$ cat src/rtl/muldiv_pkg.sv
// muldiv_pkg: shared constants for the RV32M multiply/divide sequencer.
//   - muldiv_op_e   : Funct3 encodings of the M-extension operations
//   - ST_*          : sequencer FSM state codes
//   - MODE_*        : datapath mode select for the single-iteration step
//   - FUNCT7_MULDIV : Funct7 value that routes an R-type to this unit
package muldiv_pkg;

  typedef enum logic [2:0] {
    OP_MUL    = 3'b000,
    OP_MULH   = 3'b001,
    OP_MULHSU = 3'b010,
    OP_MULHU  = 3'b011,
    OP_DIV    = 3'b100,
    OP_DIVU   = 3'b101,
    OP_REM    = 3'b110,
    OP_REMU   = 3'b111
  } muldiv_op_e;

  localparam logic [1:0] ST_IDLE = 2'd0;
  localparam logic [1:0] ST_CALC = 2'd1;
  localparam logic [1:0] ST_FIX  = 2'd2;
  localparam logic [1:0] ST_DONE = 2'd3;

  localparam logic MODE_MUL = 1'b0;
  localparam logic MODE_DIV = 1'b1;

  localparam logic [6:0] FUNCT7_MULDIV = 7'b0000001;

endpackage

$ cat src/rtl/muldiv_step.sv
// muldiv_step: combinational datapath for one iteration of the sequencer.
// Ports:
//   acc      in  2*DATA_WIDTH  current accumulator
//              multiply: {partial product high, remaining multiplier bits}
//              divide  : {partial remainder, dividend bits / quotient bits}
//   operand  in  DATA_WIDTH    multiplicand (multiply) or divisor (divide)
//   mode     in  1             MODE_MUL or MODE_DIV
//   acc_next out 2*DATA_WIDTH  accumulator after one iteration
module muldiv_step
  import muldiv_pkg::*;
#(
  parameter int DATA_WIDTH = 32
) (
  input  logic [2*DATA_WIDTH-1:0] acc,
  input  logic [DATA_WIDTH-1:0]   operand,
  input  logic                    mode,
  output logic [2*DATA_WIDTH-1:0] acc_next
);

  localparam int W = DATA_WIDTH;

  logic [W:0] sum;
  logic [W:0] trial;

  always_comb begin
    // Shift-add: the carry out of the add becomes the new MSB after the right shift.
    sum   = {1'b0, acc[2*W-1:W]} + (acc[0] ? {1'b0, operand} : {(W+1){1'b0}});
    // Restoring divide: trial subtract on the remainder shifted left by one.
    trial = acc[2*W-1:W-1] - {1'b0, operand};
    if (mode == MODE_MUL) begin
      acc_next = {sum, acc[W-1:1]};
    end else if (!trial[W]) begin
      acc_next = {trial[W-1:0], acc[W-2:0], 1'b1};
    end else begin
      acc_next = {acc[2*W-2:W-1], acc[W-2:0], 1'b0};
    end
  end

endmodule

$ cat src/rtl/muldiv_sequencer.sv
// muldiv_sequencer: iterative RV32M multiply/divide unit (one bit per cycle).
// Ports:
//   clk, rst_n  clock (rising edge), asynchronous active-low reset
//   start       request, accepted only in IDLE while done is low
//   flush       aborts any operation in flight, no done follows
//   Funct3      M-extension operation select
//   SrcA, SrcB  rs1 / rs2 operands
//   busy        stall request, high from acceptance until done rises
//   done        one-cycle pulse, Result valid
//   Result      registered result, only written in FIX
module muldiv_sequencer
  import muldiv_pkg::*;
#(
  parameter int DATA_WIDTH = 32,
  parameter int CNT_WIDTH  = $clog2(DATA_WIDTH) + 1
) (
  input  logic                  clk,
  input  logic                  rst_n,
  input  logic                  start,
  input  logic                  flush,
  input  logic [2:0]            Funct3,
  input  logic [DATA_WIDTH-1:0] SrcA,
  input  logic [DATA_WIDTH-1:0] SrcB,
  output logic                  busy,
  output logic                  done,
  output logic [DATA_WIDTH-1:0] Result
);

  localparam int W = DATA_WIDTH;

  logic [1:0]           state;
  logic [2:0]           op;
  logic [2*W-1:0]       acc;
  logic [2*W-1:0]       acc_next;
  logic [W-1:0]         operand;
  logic [CNT_WIDTH-1:0] count;
  logic                 res_neg;
  logic                 rem_neg;
  logic                 special;

  logic         a_signed, b_signed, a_neg, b_neg;
  logic [W-1:0] a_mag, b_mag;
  logic         div_op, div_zero, div_ovf, accept;

  logic [2*W-1:0] prod;
  logic [W-1:0]   quo, rem, fixed_word;

  muldiv_step #(.DATA_WIDTH(W)) u_step (
    .acc      (acc),
    .operand  (operand),
    .mode     (op[2]),
    .acc_next (acc_next)
  );

  always_comb begin
    div_op   = Funct3[2];
    a_signed = (Funct3 == OP_MUL) || (Funct3 == OP_MULH) || (Funct3 == OP_MULHSU) ||
               (Funct3 == OP_DIV) || (Funct3 == OP_REM);
    b_signed = (Funct3 == OP_MUL) || (Funct3 == OP_MULH) ||
               (Funct3 == OP_DIV) || (Funct3 == OP_REM);
    a_neg    = a_signed & SrcA[W-1];
    b_neg    = b_signed & SrcB[W-1];
    a_mag    = a_neg ? -SrcA : SrcA;
    b_mag    = b_neg ? -SrcB : SrcB;
    div_zero = div_op && (SrcB == '0);
    div_ovf  = ((Funct3 == OP_DIV) || (Funct3 == OP_REM)) &&
               (SrcA == {1'b1, {(W-1){1'b0}}}) && (SrcB == '1);
    // The done cycle still carries the previous request on start; ignore it.
    accept   = (state == ST_IDLE) && start && !flush && !done;
  end

  always_comb begin
    prod = res_neg ? -acc : acc;
    // Special-case results are loaded already final, so they skip sign fixing.
    quo  = (res_neg && !special) ? -acc[W-1:0]   : acc[W-1:0];
    rem  = (rem_neg && !special) ? -acc[2*W-1:W] : acc[2*W-1:W];
    case (op)
      OP_MUL:                       fixed_word = prod[W-1:0];
      OP_MULH, OP_MULHSU, OP_MULHU: fixed_word = prod[2*W-1:W];
      OP_DIV, OP_DIVU:              fixed_word = quo;
      default:                      fixed_word = rem;
    endcase
  end

  // done and busy are registered, so done rises one edge after entering DONE.
  always_ff @(posedge clk or negedge rst_n) begin
    if (!rst_n) begin
      state   <= ST_IDLE;
      op      <= '0;
      acc     <= '0;
      operand <= '0;
      count   <= '0;
      res_neg <= 1'b0;
      rem_neg <= 1'b0;
      special <= 1'b0;
      busy    <= 1'b0;
      done    <= 1'b0;
      Result  <= '0;
    end else begin
      done <= 1'b0;
      if (flush) begin
        state <= ST_IDLE;
        busy  <= 1'b0;
      end else begin
        case (state)
          ST_IDLE: begin
            if (accept) begin
              op      <= Funct3;
              res_neg <= a_neg ^ b_neg;
              rem_neg <= a_neg;
              count   <= '0;
              busy    <= 1'b1;
              if (div_zero) begin
                acc     <= {SrcA, {W{1'b1}}};
                special <= 1'b1;
                state   <= ST_FIX;
              end else if (div_ovf) begin
                acc     <= {{W{1'b0}}, SrcA};
                special <= 1'b1;
                state   <= ST_FIX;
              end else begin
                special <= 1'b0;
                state   <= ST_CALC;
                if (div_op) begin
                  acc     <= {{W{1'b0}}, a_mag};
                  operand <= b_mag;
                end else begin
                  acc     <= {{W{1'b0}}, b_mag};
                  operand <= a_mag;
                end
              end
            end
          end
          ST_CALC: begin
            acc   <= acc_next;
            count <= count + CNT_WIDTH'(1);
            if (count == CNT_WIDTH'(W-1)) begin
              state <= ST_FIX;
            end
          end
          ST_FIX: begin
            Result <= fixed_word;
            state  <= ST_DONE;
          end
          default: begin
            busy  <= 1'b0;
            done  <= 1'b1;
            state <= ST_IDLE;
          end
        endcase
      end
    end
  end

endmodule

$ cat config.mk
export PLATFORM = sky130hd
export DESIGN_NAME = muldiv_sequencer
export DESIGN_NICKNAME = d
export VERILOG_FILES = /design/src/rtl/muldiv_pkg.sv /design/src/rtl/muldiv_step.sv /design/src/rtl/muldiv_sequencer.sv
export SDC_FILE = /design/constraint.sdc
export NUM_CORES = 1
export LEC_CHECK = 0
export CORE_MARGIN = 4
export CORE_UTILIZATION = 44
export DETAILED_ROUTE_END_ITERATION = 10
export SLEW_MARGIN = 5
export SYNTH_ARGS = -nofsm -noshare
export SYNTH_HDL_FRONTEND = slang
export SYNTH_HIERARCHICAL = 1
export SYNTH_SLANG_ARGS = --single-unit
$ cat constraint.sdc
create_clock -name clk -period 9.48 [get_ports clk]
set_clock_uncertainty 0.05 [all_clocks]
set_input_delay 1.422 -clock clk [delete_from_list [all_inputs] [get_ports clk]]
set_output_delay 1.422 -clock clk [all_outputs]
set_load 0.02 [all_outputs]
**Yosys cells after proc, flatten, opt, wreduce, memory -nomap -nowiden**

Cells that the tools add are included.

- Add/sub/neg operators: 8
- Equality and inequality tests: 18
- Muxes and demuxes: 30
- Bitwise operators: 6
- Reduce and logical (&&, ||, !) cells: 33

Operators with widths:

| kind | count |
|---|---|
| two-way mux 64 bit | 5 |
| two-way mux 32 bit | 8 |
| negation 32 bit | 4 |
| case mux 64 bit (2 select lines) | 1 |
| case mux 32 bit (3 select lines) | 1 |
| equality test 32 bit, second input constant | 2 |
| negation 64 bit | 1 |
| adder 32 x 33 -> 33 bit | 1 |
| subtractor 33 x 32 -> 33 bit | 1 |
| logical NOT 32 bit | 1 |
| equality test 3 bit, second input constant | 4 |
| case mux 6 bit (2 select lines) | 1 |
| two-way mux 2 bit | 5 |
| equality test 3 x 2 -> 1 bit, second input constant | 3 |
| logical AND 1 bit | 8 |
| logical OR 1 bit | 7 |
| adder 6 x 1 -> 6 bit, second input constant | 1 |
| equality test 3 x 1 -> 1 bit, second input constant | 2 |
| equality test 6 x 5 -> 1 bit, second input constant | 1 |
| logical NOT 3 bit | 2 |
| two-way mux 1 bit | 6 |
| two-way mux 6 bit | 1 |
| inequality test 3 bit, second input constant | 2 |
| case mux 2 bit (3 select lines) | 1 |
| other kinds (16) | 26 |

- Register bits: 144
- Input bits: 71
- Output and inout port bits: 34

**Depth between registers and ports, before layout**

- Depth in word-level cells: 12
- Depth in mapped cells: 16
- Depth with buffers taken out: 15

**Hierarchy**

Netlist, hierarchy kept.

By module, submodules not included:

| module | instances | cells an instance | area an instance (sq um) | sequential area each (sq um) |
|---|---|---|---|---|
| muldiv_sequencer | 1 | 1471 | 11518.5 | 3603.5 |
| muldiv_step | 1 | 694 | 4767.1 | 0.0 |

**Worst setup path before layout**

No wires, ideal clock.

- Kind: input to register
- Start point: in SrcA[2]
- End point: reg operand[10]
- Arrival: 3.795 ns
- Required time: 9.305 ns
- Setup slack: 5.510 ns
- Stages on the path: 8
- Path through: or4_1 -> buf_2 -> nor4_4 -> nand3_2 -> or4_4 -> nand3_2 -> buf_4 -> mux2_2

- Word-level cells in the longest chain between the ends: 5

RTL lines:

| element | RTL line | source |
|---|---|---|
| start, declared | muldiv_sequencer.sv:22 | `input logic [DATA_WIDTH-1:0] SrcA,` |
| branches (longest 5 deep; another with negation 32 bit) | - |  |
| end signal, assigned | muldiv_sequencer.sv:126 | `operand <= b_mag;` |
| end signal, assigned | muldiv_sequencer.sv:129 | `operand <= a_mag;` |
| end, declared | muldiv_sequencer.sv:35 | `logic [W-1:0] operand;` |

Several ways; the timed one is not identified.
A chain may end at the register's enable or synchronous reset.

**Worst setup path in the final report**

- Start point: in SrcB[0]
- End point: reg operand[5]

- Word-level cells in the longest chain between the ends: 4

RTL lines:

| element | RTL line | source |
|---|---|---|
| start, declared | muldiv_sequencer.sv:23 | `input logic [DATA_WIDTH-1:0] SrcB,` |
| branches (longest 4 deep; another with negation 32 bit) | - |  |

Several ways; the timed one is not identified.

==> impl_metrics.json <==
{
  "synth_seq_cells": 144,
  "detailed_place_hpwl_mm": 48.0,
  "fin_crit_sh": 0.522,
  "combPwrFrac": 0.666,
  "post-route-util": 0.494,
  "slew_viol_final": 0,
  "fp.dieH_um": 200,
  "swShare": 0.553,
  "endpoint": "operand[5]$_DFFE_PN0P_",
  "status": "finished clean",
  "worst_slew_pin_slew_ps": 1210,
  "syn_area_um2": 16300,
  "reg2reg_to": "acc[63]$_DFFE_PN0P_",
  "r2r_slack_ps": 4930,
  "end_kind": "flip-flop",
  "io_buffers": 104,
  "switching_power_w": 0.00371,
  "crit_start": "SrcB[0]",
  "postSynthAreaPerCell_um2": 7.52,
  "cts_tree": "yes",
  "hold_violations": 0,
  "setup_viol": 0,
  "ios": 105,
  "ys_async_sr_fraction": 1.00,
  "grt_max_degree": 92,
  "ys.flop_type": "dfrtp_1",
  "tns_ps": 0,
  "netlist_instances": 2165,
  "ir_drop_mv": 0.281,
  "clk_pin_slew_ps": 80,
  "maxCapViolCount": 0,
  "worstPathMaxFanout": 38,
  "fill_cells": 3632,
  "final_cells": 2639,
  "drive_gt1_frac": 0.0751,
  "critical_path_class": "primary input to flip-flop",
  "die_w_um": 200,
  "worstPathRequired_ps": 9770,
  "period_minus_slack_ps": 4950,
  "cp.arrival_ps": 5240,
  "drtIter0Drc": 2035,
  "root_buffer": "clkbuf_16",
  "cts_resized": 0,
  "rows": 70,
  "cts_buffers": 17,
  "synth_top_area_share": 0.221,
  "nets": 2304,
  "post_dp_cell_area_um2": 17500,
  "post_cts_buffers": 0,
  "hold_slack_ps": 432,
  "yosysMostFrequentCell": "nand2_1",
  "p_per_area_nw_per_um2": 372,
  "netlist-cell-type-count": 89,
  "hp-class": "flip-flop to flip-flop",
  "drc": 0,
  "ys_seq_area_frac": 0.221,
  "initial_utilization": 0.446,
  "yosys-top-cells-area": "dfrtp_1 (22%), o21ai_0 (6.4%), ha_1 (5.8%), a21oi_1 (5.7%), xnor2_1 (5.4%)",
  "antenna_found_initial": 2,
  "clock_path_buffers": 2,
  "ys_warn_count": 6,
  "first_pass_iters": 6,
  "final_area_um2": 18100,
  "placed_cells": 2605,
  "vias_per_cell": 6.47,
  "timing.rr.start": "acc[0]$_DFFE_PN0P_",
  "p_int_w": 0.00300,
  "synthesis.nets": 2313,
  "clock_latency_ps": 460,
  "leakage_nw": 6.96,
  "synth-edff-count": 0,
  "rsz0062_at_grt": "false",
  "grt_overflow": 0,
  "h-tree-depth": 4,
  "place_congestion": 0.979,
  "area_delta_synth_final_pct": 10.9,
  "postCtsHoldBufs": 0,
  "grt_first_pass_wirelength_mm": 97.8,
  "fmax_mhz": 202,
  "maxSlewHeadroom": 0.187,
  "antenna_left": 0,
  "clockPowerShare": 0.105,
  "synth_top_cell_by_area": "dfrtp_1",
  "wl_per_cell_um": 24.4,
  "ys_top_cells_by_count": "nand2_1 (220), o21ai_0 (209), a21oi_1 (187)",
  "totalWireLength_mm": 64.5,
  "grt_usage": 0.310,
  "cts.sink_count": 144,
  "grt_pass1_vias": 15700,
  "vias": 17100,
  "r2r_cells": 15,
  "crit_path_start_kind": "primary input",
  "dieArea_um2": 40200,
  "core_um2": 36500,
  "seqPwrFrac": 0.228
}
## worst min path at each step
stage,startpoint,end,slack (ps),depth (start not counted)
finish,Result[21]$_DFFE_PN0P_,Result[21]$_DFFE_PN0P_,430,2
CTS,Result[21]$_DFFE_PN0P_,Result[21]$_DFFE_PN0P_,440,2
floorplan,operand[11]$_DFFE_PN0P_,operand[11]$_DFFE_PN0P_,410,2
global placement,Result[0]$_DFFE_PN0P_,Result[0]$_DFFE_PN0P_,420,1
detailed placement,Result[21]$_DFFE_PN0P_,Result[21]$_DFFE_PN0P_,420,2
global route,Result[0]$_DFFE_PN0P_,Result[0]$_DFFE_PN0P_,460,1
## power groups by stage
stage / Clock [W] / Combinational, W / Sequential [W]
after global routing: 0.000738 / 0.00487 / 0.00156
final: 0.000708 / 0.00447 / 0.00153
after floorplan: 0 / 0.00325 / 0.00122
after detailed placement: 0 / 0.00435 / 0.00152
after CTS: 0.000716 / 0.00437 / 0.00150
after global placement: 0 / 0.00431 / 0.00151
## registers in the layout (all words and copies together) (netlist names)
name / cells
special: 1
operand: 32
count: 6
done: 1
res_neg: 1
Result: 32
busy: 1
acc: 64
rem_neg: 1
state: 2
op: 3
## worst max-delay path, stage by stage
cell and delay [ps]:
clkdlybuf4s50_1 530, inv_1 110, ha_1 170, or3b_2 520, nor4_2 830, nand4bb_1 170
buf_4 320, nand3_2 430, buf_4 370, mux2_2 370
## cell families after synthesis
kind of cell             count (synthesis)  synth area share
AND/OR/NAND/NOR                        755             0.238
AO/OA/AOI/OAI                          683             0.261
buffers and inverters                  228            0.0566
XOR/XNOR                               165            0.0892
flip-flops                             144             0.221
multiplexers                           113            0.0744
adder cells (fa/ha/maj)                 77            0.0601
## metrics by stage
| step | setup slack (ps) | total power [W] |
|---|---|---|
| floorplan | 5510 | 0.00448 |
| finish | 4530 | 0.00671 |
| detailed placement | 4120 | 0.00586 |
| CTS | 4600 | 0.00659 |
| global route | 4280 | 0.00717 |
| global placement | 4170 | 0.00582 |
## per-layer routing
| layer | track usage | routed length (µm) |
|---|---|---|
| met1 | 0.455 | 29400 |
| met3 | 0.0526 | 5560 |
| met4 | 0.105 | 2110 |
| met5 | 0 | 32 |
| met2 | 0.461 | 27400 |
## cell usage in the layout, fill, tap and decap left out, types with 27 or more instances in the layout
master and count:
nand3_1 28, xnor2_1 100, o21a_1 27, nor3_1 52, o21ai_0 209, o31ai_1 28
nand4_1 32, a31oi_1 33, nand2_1 220, or3_1 41, clkdlybuf4s50_1 102, inv_1 70
mux2_2 61, a21oi_1 187, xor2_1 64, dfrtp_1 143, nor2_1 172, and2_1 42
nor3b_1 34, mux2i_1 51, ha_1 74
## cell type report
cell class / count / area, µm² / area share
diodes: 2 / 5.00 / 0.000277
clock buffers: 17 / 425 / 0.0236
clock inverters: 15 / 168 / 0.00929
inverters: 73 / 274 / 0.0152
multi-input cells: 1793 / 11800 / 0.653
flip-flops and latches: 144 / 3600 / 0.200
well taps: 468 / 586 / 0.0324
repair buffers: 127 / 1210 / 0.0670
(Power assumes the default switching activity.)
